File: src/rtl/reg_wb_scheduler_if.sv
// Writeback bus between the execute/memory requesters, decode and the register file write port.
// The scheduler is the slave; the requesters, decode and the register file sit on the master side.
interface reg_wb_scheduler_if #(
  parameter int W = 8,
  parameter int D = 3
);
  logic         Req0_valid;
  logic [D-1:0] Req0_addr;
  logic [W-1:0] Req0_data;
  logic         Req0_ready;
  logic         Req1_valid;
  logic [D-1:0] Req1_addr;
  logic [W-1:0] Req1_data;
  logic         Req1_ready;
  logic         Reserve_en;
  logic [D-1:0] Reserve_addr;
  logic [D-1:0] Read_addr_0;
  logic [D-1:0] Read_addr_1;
  logic         Read_busy_0;
  logic         Read_busy_1;
  logic         Reg_write_en;
  logic [D-1:0] Reg_write_address;
  logic [W-1:0] Reg_write_data;

  modport slave (
    input  Req0_valid, Req0_addr, Req0_data,
    output Req0_ready,
    input  Req1_valid, Req1_addr, Req1_data,
    output Req1_ready,
    input  Reserve_en, Reserve_addr, Read_addr_0, Read_addr_1,
    output Read_busy_0, Read_busy_1,
    output Reg_write_en, Reg_write_address, Reg_write_data
  );

  modport master (
    output Req0_valid, Req0_addr, Req0_data,
    input  Req0_ready,
    output Req1_valid, Req1_addr, Req1_data,
    input  Req1_ready,
    output Reserve_en, Reserve_addr, Read_addr_0, Read_addr_1,
    input  Read_busy_0, Read_busy_1,
    input  Reg_write_en, Reg_write_address, Reg_write_data
  );
endinterface

File: src/rtl/reg_wb_scheduler.sv
// Round-robin arbiter for the single register file write port (ALU vs load return),
// a one-entry registered issue stage, and a per-register pending-write scoreboard.
module reg_wb_scheduler #(
  parameter int W = 8,
  parameter int D = 3
) (
  input logic               CLK,
  input logic               Reset,
  reg_wb_scheduler_if.slave bus
);
  localparam int unsigned NREG = 2 ** D;

  typedef enum logic {
    PRIO_ALU  = 1'b0,
    PRIO_LOAD = 1'b1
  } prio_t;

  prio_t            r_prio;
  logic             r_wen;
  logic [D-1:0]     r_waddr;
  logic [W-1:0]     r_wdata;
  logic [NREG-1:0]  r_pending;

  logic             w_gnt0;
  logic             w_gnt1;
  logic [D-1:0]     w_addr;
  logic [W-1:0]     w_data;
  logic [NREG-1:0]  w_pending_nxt;

  always_comb begin
    w_gnt0 = 1'b0;
    w_gnt1 = 1'b0;
    if (!Reset) begin
      w_gnt0 = bus.Req0_valid && (!bus.Req1_valid || r_prio == PRIO_ALU);
      w_gnt1 = bus.Req1_valid && (!bus.Req0_valid || r_prio == PRIO_LOAD);
    end
    w_addr = w_gnt1 ? bus.Req1_addr : bus.Req0_addr;
    w_data = w_gnt1 ? bus.Req1_data : bus.Req0_data;
  end

  // Clear first, then set, so a reservation on the committing edge survives.
  always_comb begin
    w_pending_nxt = r_pending;
    if (r_wen) w_pending_nxt[r_waddr] = 1'b0;
    if (bus.Reserve_en && bus.Reserve_addr != '0) w_pending_nxt[bus.Reserve_addr] = 1'b1;
  end

  always_ff @(posedge CLK) begin
    if (Reset) begin
      r_prio    <= PRIO_ALU;
      r_wen     <= 1'b0;
      r_waddr   <= '0;
      r_wdata   <= '0;
      r_pending <= '0;
    end else begin
      r_pending <= w_pending_nxt;
      if (w_gnt0 || w_gnt1) begin
        r_waddr <= w_addr;
        r_wdata <= w_data;
        r_wen   <= (w_addr != '0);
        r_prio  <= w_gnt0 ? PRIO_LOAD : PRIO_ALU;
      end else begin
        r_wen <= 1'b0;
      end
    end
  end

  assign bus.Req0_ready        = w_gnt0;
  assign bus.Req1_ready        = w_gnt1;
  assign bus.Read_busy_0       = !Reset && r_pending[bus.Read_addr_0];
  assign bus.Read_busy_1       = !Reset && r_pending[bus.Read_addr_1];
  assign bus.Reg_write_en      = r_wen;
  assign bus.Reg_write_address = r_waddr;
  assign bus.Reg_write_data    = r_wdata;
endmodule

File: src/flat_wrapper.sv
// flat-port wrapper written by rule: the top's interface ports become plain ports
module reg_wb_scheduler_flat 
#(
  parameter int W = 8,
  parameter int D = 3
)
  (CLK, Reset, bus_Req0_valid, bus_Req0_addr, bus_Req0_data, bus_Req0_ready, bus_Req1_valid, bus_Req1_addr, bus_Req1_data, bus_Req1_ready, bus_Reserve_en, bus_Reserve_addr, bus_Read_addr_0, bus_Read_addr_1, bus_Read_busy_0, bus_Read_busy_1, bus_Reg_write_en, bus_Reg_write_address, bus_Reg_write_data);
  reg_wb_scheduler_if #(.W(W), .D(D)) bus_i ();
  input logic CLK;
  input logic Reset;
  input wire logic [$bits(bus_i.Req0_valid)-1:0] bus_Req0_valid;
  input wire logic [$bits(bus_i.Req0_addr)-1:0] bus_Req0_addr;
  input wire logic [$bits(bus_i.Req0_data)-1:0] bus_Req0_data;
  output wire logic [$bits(bus_i.Req0_ready)-1:0] bus_Req0_ready;
  input wire logic [$bits(bus_i.Req1_valid)-1:0] bus_Req1_valid;
  input wire logic [$bits(bus_i.Req1_addr)-1:0] bus_Req1_addr;
  input wire logic [$bits(bus_i.Req1_data)-1:0] bus_Req1_data;
  output wire logic [$bits(bus_i.Req1_ready)-1:0] bus_Req1_ready;
  input wire logic [$bits(bus_i.Reserve_en)-1:0] bus_Reserve_en;
  input wire logic [$bits(bus_i.Reserve_addr)-1:0] bus_Reserve_addr;
  input wire logic [$bits(bus_i.Read_addr_0)-1:0] bus_Read_addr_0;
  input wire logic [$bits(bus_i.Read_addr_1)-1:0] bus_Read_addr_1;
  output wire logic [$bits(bus_i.Read_busy_0)-1:0] bus_Read_busy_0;
  output wire logic [$bits(bus_i.Read_busy_1)-1:0] bus_Read_busy_1;
  output wire logic [$bits(bus_i.Reg_write_en)-1:0] bus_Reg_write_en;
  output wire logic [$bits(bus_i.Reg_write_address)-1:0] bus_Reg_write_address;
  output wire logic [$bits(bus_i.Reg_write_data)-1:0] bus_Reg_write_data;
  assign bus_i.Req0_valid = bus_Req0_valid;
  assign bus_i.Req0_addr = bus_Req0_addr;
  assign bus_i.Req0_data = bus_Req0_data;
  assign bus_Req0_ready = bus_i.Req0_ready;
  assign bus_i.Req1_valid = bus_Req1_valid;
  assign bus_i.Req1_addr = bus_Req1_addr;
  assign bus_i.Req1_data = bus_Req1_data;
  assign bus_Req1_ready = bus_i.Req1_ready;
  assign bus_i.Reserve_en = bus_Reserve_en;
  assign bus_i.Reserve_addr = bus_Reserve_addr;
  assign bus_i.Read_addr_0 = bus_Read_addr_0;
  assign bus_i.Read_addr_1 = bus_Read_addr_1;
  assign bus_Read_busy_0 = bus_i.Read_busy_0;
  assign bus_Read_busy_1 = bus_i.Read_busy_1;
  assign bus_Reg_write_en = bus_i.Reg_write_en;
  assign bus_Reg_write_address = bus_i.Reg_write_address;
  assign bus_Reg_write_data = bus_i.Reg_write_data;
  reg_wb_scheduler #(.W(W), .D(D)) u_core (.CLK(CLK), .Reset(Reset), .bus(bus_i));
endmodule
File: config.mk
export PLATFORM = sky130hd
export DESIGN_NAME = reg_wb_scheduler_flat
export DESIGN_NICKNAME = d
export VERILOG_FILES = /design/src/rtl/reg_wb_scheduler_if.sv /design/src/rtl/reg_wb_scheduler.sv /design/src/flat_wrapper.sv
export SDC_FILE = /design/constraint.sdc
export NUM_CORES = 1
export LEC_CHECK = 0
export CAP_MARGIN = 10
export CORE_ASPECT_RATIO = 1.1
export CORE_UTILIZATION = 43
export DETAILED_ROUTE_END_ITERATION = 10
export GPL_ROUTABILITY_DRIVEN = 0
export GPL_TIMING_DRIVEN = 0
export MAX_ROUTING_LAYER = met4
export PLACE_DENSITY = 0.84
export SETUP_SLACK_MARGIN = 0.3
export SYNTH_ARGS = -nofsm -noshare
export SYNTH_HDL_FRONTEND = slang
export SYNTH_SLANG_ARGS = --single-unit
File: constraint.sdc
create_clock -name CLK -period 2.8 [get_ports CLK]
set_clock_uncertainty 0.15 [all_clocks]
set_input_delay 0.56 -clock CLK [delete_from_list [all_inputs] [get_ports CLK]]
set_output_delay 0.56 -clock CLK [all_outputs]
set_load 0.02 [all_outputs]
# Word-level counts from Yosys, hierarchy flattened
# Cells that the tools add are included.
# W data, S select, Z words.
[totals] reg_bits=21
[op_classes] magnitude_cmp=6 muxes=15 bitwise=5 n_reduce_logical=16
[op_table] cell="$mux W8" count=3
[op_table] cell="$lt A3 B4 Y1 const B" count=4
[op_table] cell="$and A8 B8 Y8" count=1
[op_table] cell="$not A8 Y8" count=1
[op_table] cell="$or A8 B8 Y8" count=1
[op_table] cell="$logic_and A1 B1 Y1" count=7
[op_table] cell="$mux W1" count=7
[op_table] cell="$bmux W1 S3" count=2
[op_table] cell="$demux W1 S3" count=2
[op_table] cell="$ge A3 B1 Y1 const B" count=2
[op_table] cell="$reduce_bool A3 Y1" count=2
[op_table] cell="$logic_not A1 Y1" count=3
[op_table] cell="$logic_or A1 B1 Y1" count=3
[op_table] cell="$mux W3" count=1
[op_table] cell="$not A1 Y1" count=2
[op_table] cell="$reduce_or A2 Y1" count=1

# Logic depth before layout (Yosys ltp)
[logic_depth] word_depth=9 ltp_mapped=5 mapped_depth_nobuf=4

# Worst setup path before layout
# OpenSTA, ideal clock, no wires.
[synth_timing] path_type="in2out" from="in bus_Read_addr_0[1]" to="out bus_Read_busy_0" arrival_time_ns=1.385 required_ns=2.090 slack_ns=0.705 stages=3 path_buffers=0 path_cell_list="mux4_2 -> mux2i_1 -> nor3_1"
[synth_between] elab_chain_len=3
[synth_lines] element="start, declared" line_no="flat_wrapper.sv:21" rtl="input wire logic [$bits(bus_i.Read_addr_0)-1:0] bus_Read_addr_0;"
[synth_lines] element="$bmux W1 S3" line_no="reg_wb_scheduler.sv:70" rtl="assign bus.Read_busy_0 = !Reset && r_pending[bus.Read_addr_0];"
[synth_lines] element="$mux W1 (implied by the code)" line_no="reg_wb_scheduler.sv:70"
[synth_lines] element="$logic_and A1 B1 Y1" line_no="reg_wb_scheduler.sv:70"
[synth_lines] element="end, declared" line_no="flat_wrapper.sv:23" rtl="output wire logic [$bits(bus_i.Read_busy_0)-1:0] bus_Read_busy_0;"
# Every way passes these cells. The select of a mux whose other input is x is not followed.

# Worst setup path in the final report
[layout_timing] from="in bus_Read_addr_1[1]" to="out bus_Read_busy_1"
[layout_between] elab_chain_len=3
[layout_lines] element="start, declared" line_no="flat_wrapper.sv:22" rtl="input wire logic [$bits(bus_i.Read_addr_1)-1:0] bus_Read_addr_1;"
[layout_lines] element="$bmux W1 S3" line_no="reg_wb_scheduler.sv:71" rtl="assign bus.Read_busy_1 = !Reset && r_pending[bus.Read_addr_1];"
[layout_lines] element="$mux W1 (implied by the code)" line_no="reg_wb_scheduler.sv:71"
[layout_lines] element="$logic_and A1 B1 Y1" line_no="reg_wb_scheduler.sv:71"
[layout_lines] element="end, declared" line_no="flat_wrapper.sv:24" rtl="output wire logic [$bits(bus_i.Read_busy_1)-1:0] bus_Read_busy_1;"
# Every way passes these cells. The select of a mux whose other input is x is not followed.

==> summary.md <==
| Metric | Value |
|---|---|
| Initial antenna violation count | `0` |
| Total GRT Usage | `0.214` |
| Critical R2R Capture | `u_core.bus.Reg_write_address[1]$_SDFFE_PP0P_` |
| Drt initial violations | `14` |
| LEAKAGE | `0.694 nW` |
| Setup CP Type | `input pin to output port` |
| Max_slew headroom | `0.712` |
| CTS H-tree depth | `1` |
| Fmax | `420 MHz` |
| Sequential area share after synthesis | `0.385` |
| Slew Viols, Final | `0` |
| Starting Density | `0.471` |
| Final Cycle Share | `0.850` |
| IO buf count | `50` |
| #FFs+latches synth | `21` |
| Pre-CTS setup slack | `-0.286 ns` |
| Total wire length | `2620 um` |
| Number of CTS-inserted buffers | `3` |
| Synthesized Nets | `157` |
| Clk buf depth | `2` |
| Status | `completed` |
| Largest net degree at the start of global routing | `12` |
| Clock Latency Late Sink | `0.30 ns` |
| Final net count | `212` |
| Hold Path End | `u_core.bus.Reg_write_address[2]$_SDFFE_PP0P_` |
| GRT overflow | `0` |
| Core ar. | `0.00232 mm^2` |
| Vias | `1,097` |
| CTS Hold Bufs | `0` |
| 1st-pass router iterations | `4` |
| Hold path startpoint | `u_core.bus.Reg_write_address[2]$_SDFFE_PP0P_` |
| Antenna-violating nets left | `0` |
| WL/cell | `12.8 um` |
| CP endpoint kind | `output port` |
| Gate count of the mapped netlist | `121` |
| # IOs | `52` |
| RSZ-0062 raised after global routing | `false` |
| TritonCTS clock tree | `built` |
| Die W | `50.1 um` |
| Setup violations, final | `0` |
| DRC Markers | `0` |
| R2R Setup Slk | `1.34 ns` |
| Row cnt | `18` |
| Post-layout min period | `2.38 ns` |
| Req. time, crit path | `2.09 ns` |
| HP Class | `register to register` |
| Least-Margin Pin Slew | `0.433 ns` |
| Min-Delay Path Depth | `2` |
| CTS sink count | `21` |
| Fin Setup TNS | `0 ns` |
| Worst Reg-to-Reg Cells | `5` |
| Max VDD drop | `0.306 mV` |
| Die Span Y | `54.9 um` |
| Netlist cell types | `27` |
| First-pass GRT wire length | `4250 um` |
| Ratio of cells with drive above 1 in the final layout | `0.0914` |
| Critical Path Fanout Max | `3` |
| Ys Warns | `0` |
| Critical Path AT | `1.67 ns` |
| Syn_area_per_cell | `9.03 um^2` |
| Antenna Cells | `0` |
| Die area | `0.00275 mm^2` |
| Worst setup margin | `0.420 ns` |
| CTS root buf | `clkbuf_4` |
| Hold slack | `0.342 ns` |
| Vias in the first global route | `1,039` |
| Reg2reg start | `u_core.r_prio$_SDFFE_PP0P_` |
| Design Power | `0.664 mW` |
| PD cells | `400 mW/mm^2` |
| Clock Pin Slew Worst Setup and Hold Paths | `0.11 ns` |
| Max-Cap Viols | `0` |
| Via density | `5.35` |
| Fillcell total | `190` |
| Final HPWL DP | `2120 um` |
| Worst Setup Start Kind | `input pin` |
| Fin. Hold Viols | `0` |
| Cell area after synthesis | `0.00109 mm^2` |
| Area grow syn2layout | `52.0%` |
registers in the layout, indices dropped and copies added, names as in the netlist:
register	flops
u_core.bus.Reg_write_data	8
u_core.r_pending	8
u_core.bus.Reg_write_en	1
u_core.bus.Reg_write_address	3
u_core.r_prio	1
Yosys cell counts:
cell type | instances | area (um^2)
a2111oi_0 | 2 | 17.5
a211oi_1 | 9 | 67.6
a21o_1 | 2 | 15.0
a21oi_1 | 9 | 45.0
buf_12 | 1 | 20.0
buf_4 | 1 | 7.51
buf_6 | 1 | 11.3
clkbuf_1 | 2 | 7.51
dfxtp_1 | 21 | 420
inv_1 | 1 | 3.75
mux2i_1 | 13 | 130
mux4_2 | 2 | 45.0
nand2_1 | 10 | 37.5
nand2b_1 | 3 | 18.8
nand2b_2 | 1 | 8.76
nand3_1 | 8 | 40.0
nand3b_4 | 1 | 20.0
nand4_1 | 1 | 6.26
nor2_1 | 13 | 48.8
nor2_4 | 1 | 11.3
nor2b_1 | 5 | 31.3
nor3_1 | 3 | 15.0
nor3b_1 | 1 | 7.51
o211ai_1 | 1 | 7.51
o21ai_0 | 7 | 35.0
o31ai_1 | 1 | 7.51
or2_2 | 1 | 6.26
repair_timing:
action                     in CTS  in global routing
gates resized for setup        18                  7
setup endpoints to repair       4                  3
buffers inserted                0                  0
gates cloned                    0                  0
worst max-delay path, stage by stage:
cell and delay (ns):
clkdlybuf4s15_1 0.23, mux4_2 0.52, mux2i_1 0.14, nor3_1 0.05
buf_2 0.17
routing by layer:
layer  routed length, um  vias to the layer above  part of all wire  track usage
met5                   0                        -                 0            -
met4                  29                        0             0.011        0.100
met3                 147                        4             0.056       0.0278
met2                1340                       43              0.51        0.407
met1                1100                      499              0.42        0.222
li1                    -                      551                 -            -
cells in the final DEF, fill, tap and decap left out, types with 5 or more instances in the layout:
cell type | Yosys | final
a21oi_1 | 9 | 9
mux2i_1 | 13 | 13
nor2b_1 | 5 | 5
o21ai_0 | 7 | 7
a211oi_1 | 9 | 9
clkdlybuf4s50_1 | 0 | 40
nor2_1 | 13 | 13
nand2_1 | 10 | 10
nand3_1 | 8 | 8
dfxtp_1 | 21 | 21
where the power goes:
group / switching [mW] / internal, mW
clock: 0.0870 / 0.0555
sequential: 0.0142 / 0.318
combinational: 0.0852 / 0.105
total: 0.186 / 0.478
how the worst max path moves through the flow:
stage                        from         endpoint  slack [ns]  cells past startpoint
6_report       bus_Read_addr_1[1]  bus_Read_busy_1        0.42                      5
5_1_grt        bus_Read_addr_1[1]  bus_Read_busy_1        0.32                      5
4_1_cts        bus_Read_addr_0[1]  bus_Read_busy_0         0.1                      5
3_5_place_dp   bus_Read_addr_0[1]  bus_Read_busy_0       -0.29                      5
3_3_place_gp   bus_Read_addr_0[1]  bus_Read_busy_0       -0.26                      5
2_1_floorplan  bus_Read_addr_0[1]  bus_Read_busy_0        0.71                      3
cells by family after synthesis:
kind of cell / count (synthesis) / synth area share
flip-flops: 21 / 0.385
AND/OR/NAND/NOR: 48 / 0.230
multiplexers: 15 / 0.160
AO/OA/AOI/OAI: 31 / 0.179
buffers and inverters: 6 / 0.0458
through the flow:
| stage | instance area, um^2 | util | cells |
|---|---|---|---|
| finish | 1660 | 0.716 | 205 |
| detailed placement | 1630 | 0.703 | 201 |
| global route | 1660 | 0.716 | 205 |
| CTS | 1640 | 0.709 | 205 |
| global placement | 1630 | 0.703 | 201 |
| floorplan | 1090 | - | 121 |
area by class of cell:
| class | count | area, um^2 | area share |
|---|---|---|---|
| clock buffer | 4 | 26.3 | 0.0158 |
| sequential | 21 | 420 | 0.253 |
| buffer | 5 | 46.3 | 0.0279 |
| tap | 30 | 37.5 | 0.0226 |
| multi-input combinational | 94 | 629 | 0.379 |
| inverter | 1 | 3.75 | 0.00226 |
| timing repair buffer | 50 | 497 | 0.299 |
No activity file was read; power rests on OpenSTA's default activity.
